**config.mk**
```make
export PLATFORM = sky130hd
export DESIGN_NAME = wall_lookup_arbiter
export DESIGN_NICKNAME = d
export VERILOG_FILES = /design/src/rtl/wall_lookup_arbiter.sv
export SDC_FILE = /design/constraint.sdc
export NUM_CORES = 1
export LEC_CHECK = 0
export BUFFER_PORTS_ARGS = -buffer_cell sky130_fd_sc_hd__buf_2
export CORE_UTILIZATION = 43
export CTS_CLUSTER_SIZE = 8
export DETAILED_ROUTE_END_ITERATION = 16
export HOLD_SLACK_MARGIN = 0.05
export MAX_ROUTING_LAYER = met4
export PLACE_DENSITY = 0.85
export SYNTH_ARGS = -nofsm -noshare
export SYNTH_HDL_FRONTEND = slang
export SYNTH_SLANG_ARGS = --single-unit
export TNS_END_PERCENT = 10
```
**constraint.sdc**
```tcl
create_clock -name clk_50mhz -period 4 [get_ports clk_50mhz]
set_input_delay 0.2 -clock clk_50mhz [delete_from_list [all_inputs] [get_ports clk_50mhz]]
set_output_delay 0.2 -clock clk_50mhz [all_outputs]
set_load 0.05 [all_outputs]
```
**src/rtl/wall_lookup_arbiter.sv**
```systemverilog
// Round-robin arbiter sharing one registered maze wall-lookup unit
// among pacman (index 0) and the ghosts.
module wall_lookup_arbiter #(
  parameter int NUM_REQ        = 5,
  parameter int LOOKUP_LATENCY = 1
) (
  input  logic                   clk_50mhz,
  input  logic                   rst,
  input  logic [NUM_REQ-1:0]     req,
  input  logic [9*NUM_REQ-1:0]   req_x,
  input  logic [9*NUM_REQ-1:0]   req_y,
  output logic [NUM_REQ-1:0]     grant,
  output logic [NUM_REQ-1:0]     ack,
  output logic [11:0]            resp_flags,
  output logic                   busy,
  output logic [8:0]             lk_x,
  output logic [8:0]             lk_y,
  input  logic [2:0]             lk_flag_L,
  input  logic [2:0]             lk_flag_U,
  input  logic [2:0]             lk_flag_R,
  input  logic [2:0]             lk_flag_D
);

  localparam int IW = (NUM_REQ > 1) ? $clog2(NUM_REQ) : 1;
  localparam int CW = $clog2(LOOKUP_LATENCY + 1);

  typedef enum logic [1:0] {
    IDLE,
    WAIT,
    RESP
  } state_t;

  state_t state, state_n;

  logic [IW-1:0]      last, last_n;
  logic [CW-1:0]      cnt, cnt_n;
  logic [NUM_REQ-1:0] grant_n, ack_n;
  logic [11:0]        resp_n;
  logic               busy_n;
  logic [8:0]         x_n, y_n;

  logic [IW-1:0]      cand;
  logic [IW-1:0]      win_idx;
  logic               win_vld;

  // Search last+1, last+2, ... with wrap-around; first set bit wins.
  always_comb begin
    cand    = last;
    win_idx = '0;
    win_vld = 1'b0;
    for (int k = 0; k < NUM_REQ; k++) begin
      cand = (cand == IW'(NUM_REQ - 1)) ? '0 : cand + 1'b1;
      if (!win_vld && req[cand]) begin
        win_vld = 1'b1;
        win_idx = cand;
      end
    end
  end

  always_comb begin
    state_n = state;
    last_n  = last;
    cnt_n   = cnt;
    grant_n = grant;
    ack_n   = '0;
    resp_n  = resp_flags;
    busy_n  = busy;
    x_n     = lk_x;
    y_n     = lk_y;
    unique case (state)
      IDLE: begin
        if (win_vld) begin
          x_n     = req_x[9*win_idx +: 9];
          y_n     = req_y[9*win_idx +: 9];
          grant_n = NUM_REQ'(1) << win_idx;
          last_n  = win_idx;
          cnt_n   = CW'(LOOKUP_LATENCY);
          busy_n  = 1'b1;
          state_n = WAIT;
        end
      end
      WAIT: begin
        if (cnt != '0) begin
          cnt_n = cnt - 1'b1;
        end else begin
          resp_n  = {lk_flag_L, lk_flag_U,
                     lk_flag_R, lk_flag_D};
          ack_n   = grant;
          state_n = RESP;
        end
      end
      RESP: begin
        grant_n = '0;
        busy_n  = 1'b0;
        state_n = IDLE;
      end
      default: begin
        grant_n = '0;
        busy_n  = 1'b0;
        state_n = IDLE;
      end
    endcase
  end

  always_ff @(posedge clk_50mhz or posedge rst) begin
    if (rst) begin
      state      <= IDLE;
      last       <= IW'(NUM_REQ - 1);
      cnt        <= '0;
      grant      <= '0;
      ack        <= '0;
      resp_flags <= '0;
      busy       <= 1'b0;
      lk_x       <= '0;
      lk_y       <= '0;
    end else begin
      state      <= state_n;
      last       <= last_n;
      cnt        <= cnt_n;
      grant      <= grant_n;
      ack        <= ack_n;
      resp_flags <= resp_n;
      busy       <= busy_n;
      lk_x       <= x_n;
      lk_y       <= y_n;
    end
  end

endmodule

```
## Word-level counts from Yosys, hierarchy flattened

Cells that the tools add are included.

| word-level totals | value |
|---|---|
| output and inout bits | 41 |
| input bits | 109 |
| register bits | 47 |
| word-level logic and storage cells | 85 |

| cells by class | value |
|---|---|
| mux-type cells | 36 |
| bitwise operators | 2 |
| reduce and logical (&&, ||, !) cells | 15 |
| add/subtract/negate cells | 6 |
| $mul | 1 |
| $lt $le $gt $ge | 5 |
| shift-type cells | 3 |
| eq/ne operators | 8 |

Operator list:

| cell | number |
|---|---|
| $shiftx A45 B8 Y9 | 2 |
| $mux W3 | 10 |
| $lt A3 B4 Y1 const B | 5 |
| $add A3 B1 Y3 const B | 5 |
| $bmux W1 S3 | 5 |
| $eq A3 B3 Y1 const B | 5 |
| $mux W5 | 3 |
| $mux W1 | 12 |
| $pmux W5 S2 | 1 |
| $reduce_and A2 Y1 | 5 |
| $mul A4 B3 Y7 const A | 1 |
| $shl A1 B3 Y5 const A | 1 |
| $logic_and A1 B1 Y1 | 4 |
| $logic_not A1 Y1 | 4 |
| $mux W2 | 2 |
| $ne A2 B2 Y1 const B | 2 |
| $pmux W1 S2 | 2 |
| $pmux W2 S2 | 1 |
| $eq A2 B1 Y1 const B | 1 |
| $logic_not A2 Y1 | 1 |
| $not A1 Y1 | 2 |
| $reduce_bool A2 Y1 | 1 |
| $sub A1 B1 Y1 const B | 1 |

## Longest topological paths before layout

| logic depth | value |
|---|---|
| word-level depth | 20 |
| mapped depth | 23 |

## Least setup slack after synthesis

Ideal clock, no wire load.

| path | value |
|---|---|
| kind | register to register |
| start | register last[0] |
| end | register grant[0] |
| setup time | 0.118 ns |
| arrival time | 4.307 ns |
| cell stages (with the launch flop) | 22 |
| clock period less this slack | 4.425 ns |
| setup slack | -0.425 ns |
| cells stage by stage | dfrtp_1 -> buf_2 -> inv_1 -> ha_1 -> clkbuf_1 -> inv_1 -> ha_1 -> o21ai_0 -> a22oi_2 -> buf_4 -> ha_1 -> clkbuf_1 -> mux2_2 -> nand3_1 -> a31oi_1 -> nor4_4 -> o211ai_2 -> nor3_1 -> nor2_2 -> nand4_2 -> buf_6 -> a2bb2o_4 |

| on the way | value |
|---|---|
| longest elaborated chain between the ends | 20 |
| elaborated cells on any way between the ends | 48 |
| classes of those cells | add/sub: 5; eq/ne: 6; shift: 1; mux: 27; reduce/logical: 9 |

RTL lines:

| what | RTL line | RTL |
|---|---|---|
| start, declared | 35 | `logic [IW-1:0] last, last_n;` |
| start signal, assigned | 108 | `last <= IW'(NUM_REQ - 1);` |
| start signal, assigned | 118 | `last <= last_n;` |
| $add A3 B1 Y3 / $eq A3 B3 Y1 (equally long branches) | 52 | `cand = (cand == IW'(NUM_REQ - 1)) ? '0 : cand + 1'b1;` |
| $mux W3 * | 52 |  |
| branches (longest 18 deep; another with $add A3 B1 Y3) | n/a |  |
| end signal, assigned | 120 | `grant <= grant_n;` |
| end, declared | 12 | `output logic [NUM_REQ-1:0] grant,` |

Every way passes the cells marked *. The select of a mux whose other input is x is not followed.
A chain may end at the register's enable or synchronous reset.

## Worst setup path in the final report

| path | value |
|---|---|
| start | register last[1] |
| end | register lk_x[3] |

| on the way | value |
|---|---|
| longest elaborated chain between the ends | 19 |
| elaborated cells on any way between the ends | 46 |
| classes of those cells | add/sub: 5; mul: 1; eq/ne: 5; shift: 1; mux: 25; reduce/logical: 9 |

RTL lines:

| what | RTL line | RTL |
|---|---|---|
| $add A3 B1 Y3 / $eq A3 B3 Y1 (equally long branches) | 52 |  |
| $mux W3 * | 52 |  |
| branches (longest 17 deep; another with $add A3 B1 Y3) | n/a |  |
| end signal, assigned | 124 | `lk_x <= x_n;` |
| end, declared | 16 | `output logic [8:0] lk_x,` |

Marks and branches as above.

==> flow_summary_export.csv <==
group,metric,value,unit
run_status,status,"finished clean",
finish,area_growth,41.72,%
logic_synthesis,synth_area,0.003296,mm^2
logic_synthesis,yosys-top-cells-count,"dfrtp_1 (46), mux2i_1 (43), a22oi_1 (18), mux2_2 (17), nor2_1 (17)",
logic_synthesis,syn-instance-count,308,
logic_synthesis,ys.flop_type,"dfrtp_1",
global_route,grt_pass1_vias,3177,
global_route,gr-total-overflow,0,
placement,dp.final_hpwl,7536,um
flow_run,cap_violations,0,
sta,finClkSkew,0.002508,ns
worst_setup_path,path_max_fanout,8,
logic_synthesis,synthArstFlopShare,1.000,
min_path,hold_class,"in2async",
floorplan,core.rowCount,31,
global_route,grt_antenna_before_repair,0,
sta,slew_headroom,0.3581,
floorplan,dieWidth,89.55,um
sta,post-route-period-util,0.9810,
route,first_pass_iters,5,
floorplan,io_pins,150,
route,drtIter0Drc,118,
route,ant_nets,0,
clock_tree,cts_buffers,5,
sta,tns,0,ns
logic_synthesis,synth.top_cell.area_share,0.3493,
sta,drv_slew,0,
route,drc,0,
route,wl_per_cell,17.83,um
worst_setup_path,cp_data_arrival_time,4.09,ns
clock_tree,cts_tree,"yes",
worst_setup_path,worstPathCellList,"inv_2, ha_4, a21o_4, ha_4, or4_4, and3_4, o311ai_2, nand4_1, mux2i_4, nor4b_4, buf_4, o21ai_2, a22o_1, nand4_2, buf_4, o221ai_1",
logic_synthesis,synth_most_common_cell,"dfrtp_1",
clock_tree,clk_pin_slew,0.09,ns
worst_setup_path,slowest_delay,0.43,ns
logic_synthesis,yosys_warnings,0,
route,vias,3314,
logic_synthesis,yosysUniqueCellTypes,64,
placement,portBuffers,149,
sta,finalCriticalPeriod,3.924,ns
sta,max_freq,254.9,MHz
logic_synthesis,synth_area_leader_cell,"dfrtp_1",
worst_setup_path,crit_required,4.17,ns
floorplan,dieArea,0.008018,mm^2
sta,hold_violations,0,
sta,tightestPinTransition,0.9615,ns
clock_tree,cts_buffer_depth,2,
global_route,grt_max_degree,48,
logic_synthesis,syn_nets,425,
floorplan,coreArea,0.007331,mm^2
logic_synthesis,yosysSeqAreaShare,0.3573,
worst_setup_path,critPathKind,"reg2reg",
logic_synthesis,synth_edf_count,0,
floorplan,start_util,0.4496,
worst_setup_path,endpoint_kind,"flip-flop",
finish,final_nets,593,
clock_tree,ctsRootBufferMaster,"clkbuf_8",
worst_setup_path,worst_path_max_delay_cell,"dfrtp_1",
sta,setup_viol,0,
route,vias_per_cell,5.744,
worst_setup_path,cp-start-kind,"flip-flop",
sta,hold_slack,0.1079,ns
clock_tree,clock_latency,0.30,ns
route,wirelength,10290,um
logic_synthesis,ys_top_cells_by_area,"dfrtp_1 (35%), mux2i_1 (13%), mux2_2 (5.8%)",
placement,place_congestion,0.9500,
clock_tree,cts_max_level,2,
finish,drive_gt1_frac,0.5723,
worst_setup_path,cpLargestDelayFamily,"simple AND/OR/NAND/NOR gates",
global_route,groute.usage.overall,0.2461,
floorplan,die_h,89.55,um
global_route,grt_pass1_wl,14700,um
logic_synthesis,synth_seq_cells,47,
logic_synthesis,synth_area_per_cell,10.70,um^2
clock_tree,clock_sinks,47,
sta,rsz0062_at_grt,"true",
worst_setup_path,cp_num_buf_inv,3,
[registers in the layout, indices dropped and copies added (netlist names)]
register and flops:
resp_flags 12, lk_x 9, lk_y 9, ack 5
grant 5, last 3, state 2, busy 1
cnt 1
[routing by layer]
layer  track usage  wire (um)
met5             -          0
met4       0.05195        168
met3       0.03601        584
met2        0.4532       5693
met1        0.2817       3840
[cell usage in the layout (no fill, tap or decap), types with 4 or more instances in the layout]
cell type / instances
buf_2: 149
dfrtp_1: 45
mux2i_1: 36
buf_4: 26
nor2_1: 17
mux2_2: 16
o221ai_1: 14
a22oi_2: 10
nand2_1: 10
o21ai_0: 9
a22oi_1: 9
inv_1: 8
mux2i_2: 7
a21oi_1: 6
and2_1: 6
nand3_1: 5
o221ai_2: 5
clkbuf_8: 5
nor3_2: 4
nand4_1: 4
inv_2: 4
ha_1: 4
buf_6: 4
[worst reg2reg max path, delay by kind of cell, from the launching register on]
family                     cells  cell delay, ns
DFF                            1            0.43
and+or+nand+nor                5            1.38
AOI/OAI and AO/OA              5            0.88
buffers and inverters          3            0.46
adders and majority gates      2            0.35
muxes                          1            0.29
[timing repair]
action / CTS / global route
resized for setup: 0 / 27
hold buffers: 0 / 0
setup buffers: 0 / 13
setup endpoints to repair: 0 / 23
[logic make-up after synthesis]
| kind of cell | count (synthesis) | share of synthesized area |
|---|---|---|
| compound gates | 87 | 0.2229 |
| xor+xnor | 1 | 0.002658 |
| fa+ha+maj | 8 | 0.03037 |
| buf+inv | 35 | 0.05429 |
| flops | 47 | 0.3573 |
| mux | 64 | 0.2084 |
| simple gates | 66 | 0.1241 |
[cell type report]
class,count,area [um^2]
Timing Repair Buffer,182,1051
Antenna cell,1,2.502
Fill cell,563,2660
Inverter,14,57.56
Clock buffer,5,68.82
Tap cell,99,123.9
Multi-Input combinational cell,226,2141
Sequential cell,47,1179
Clock inverter,3,47.55
[stage by stage]
stage          cells    util  instance area, um^2  worst slack (ns)
3_5_place_dp     555  0.5878                 4309           0.02182
6_report         577  0.6371                 4671           0.07613
4_1_cts          563  0.6037                 4425          0.001745
3_3_place_gp     555  0.5878                 4309            0.1380
2_1_floorplan    308       -                 3421          -0.02610
5_1_grt          576  0.6368                 4668           -0.1009
[worst paths after layout]
check	cells past startpoint	end	slack, ns	startpoint
worst min-delay path	2	resp_flags[0]$_DFFE_PP0P_	0.11	rst
worst max-delay path	16	lk_x[3]$_DFFE_PP0P_	0.08	last[1]$_DFFE_PP0P_
max in group asynchronous	2	last[0]$_DFFE_PP0P_	3.24	rst
worst max register to register	16	lk_x[3]$_DFFE_PP0P_	0.08	last[1]$_DFFE_PP0P_
min in group clk_50mhz	3	lk_y[1]$_DFFE_PP0P_	0.11	req_y[37]
worst min register to register	1	resp_flags[7]$_DFFE_PP0P_	0.51	resp_flags[7]$_DFFE_PP0P_
Power is not shown: default switching activity piles up to over one toggle a cycle in this logic, so the estimate is an artifact.
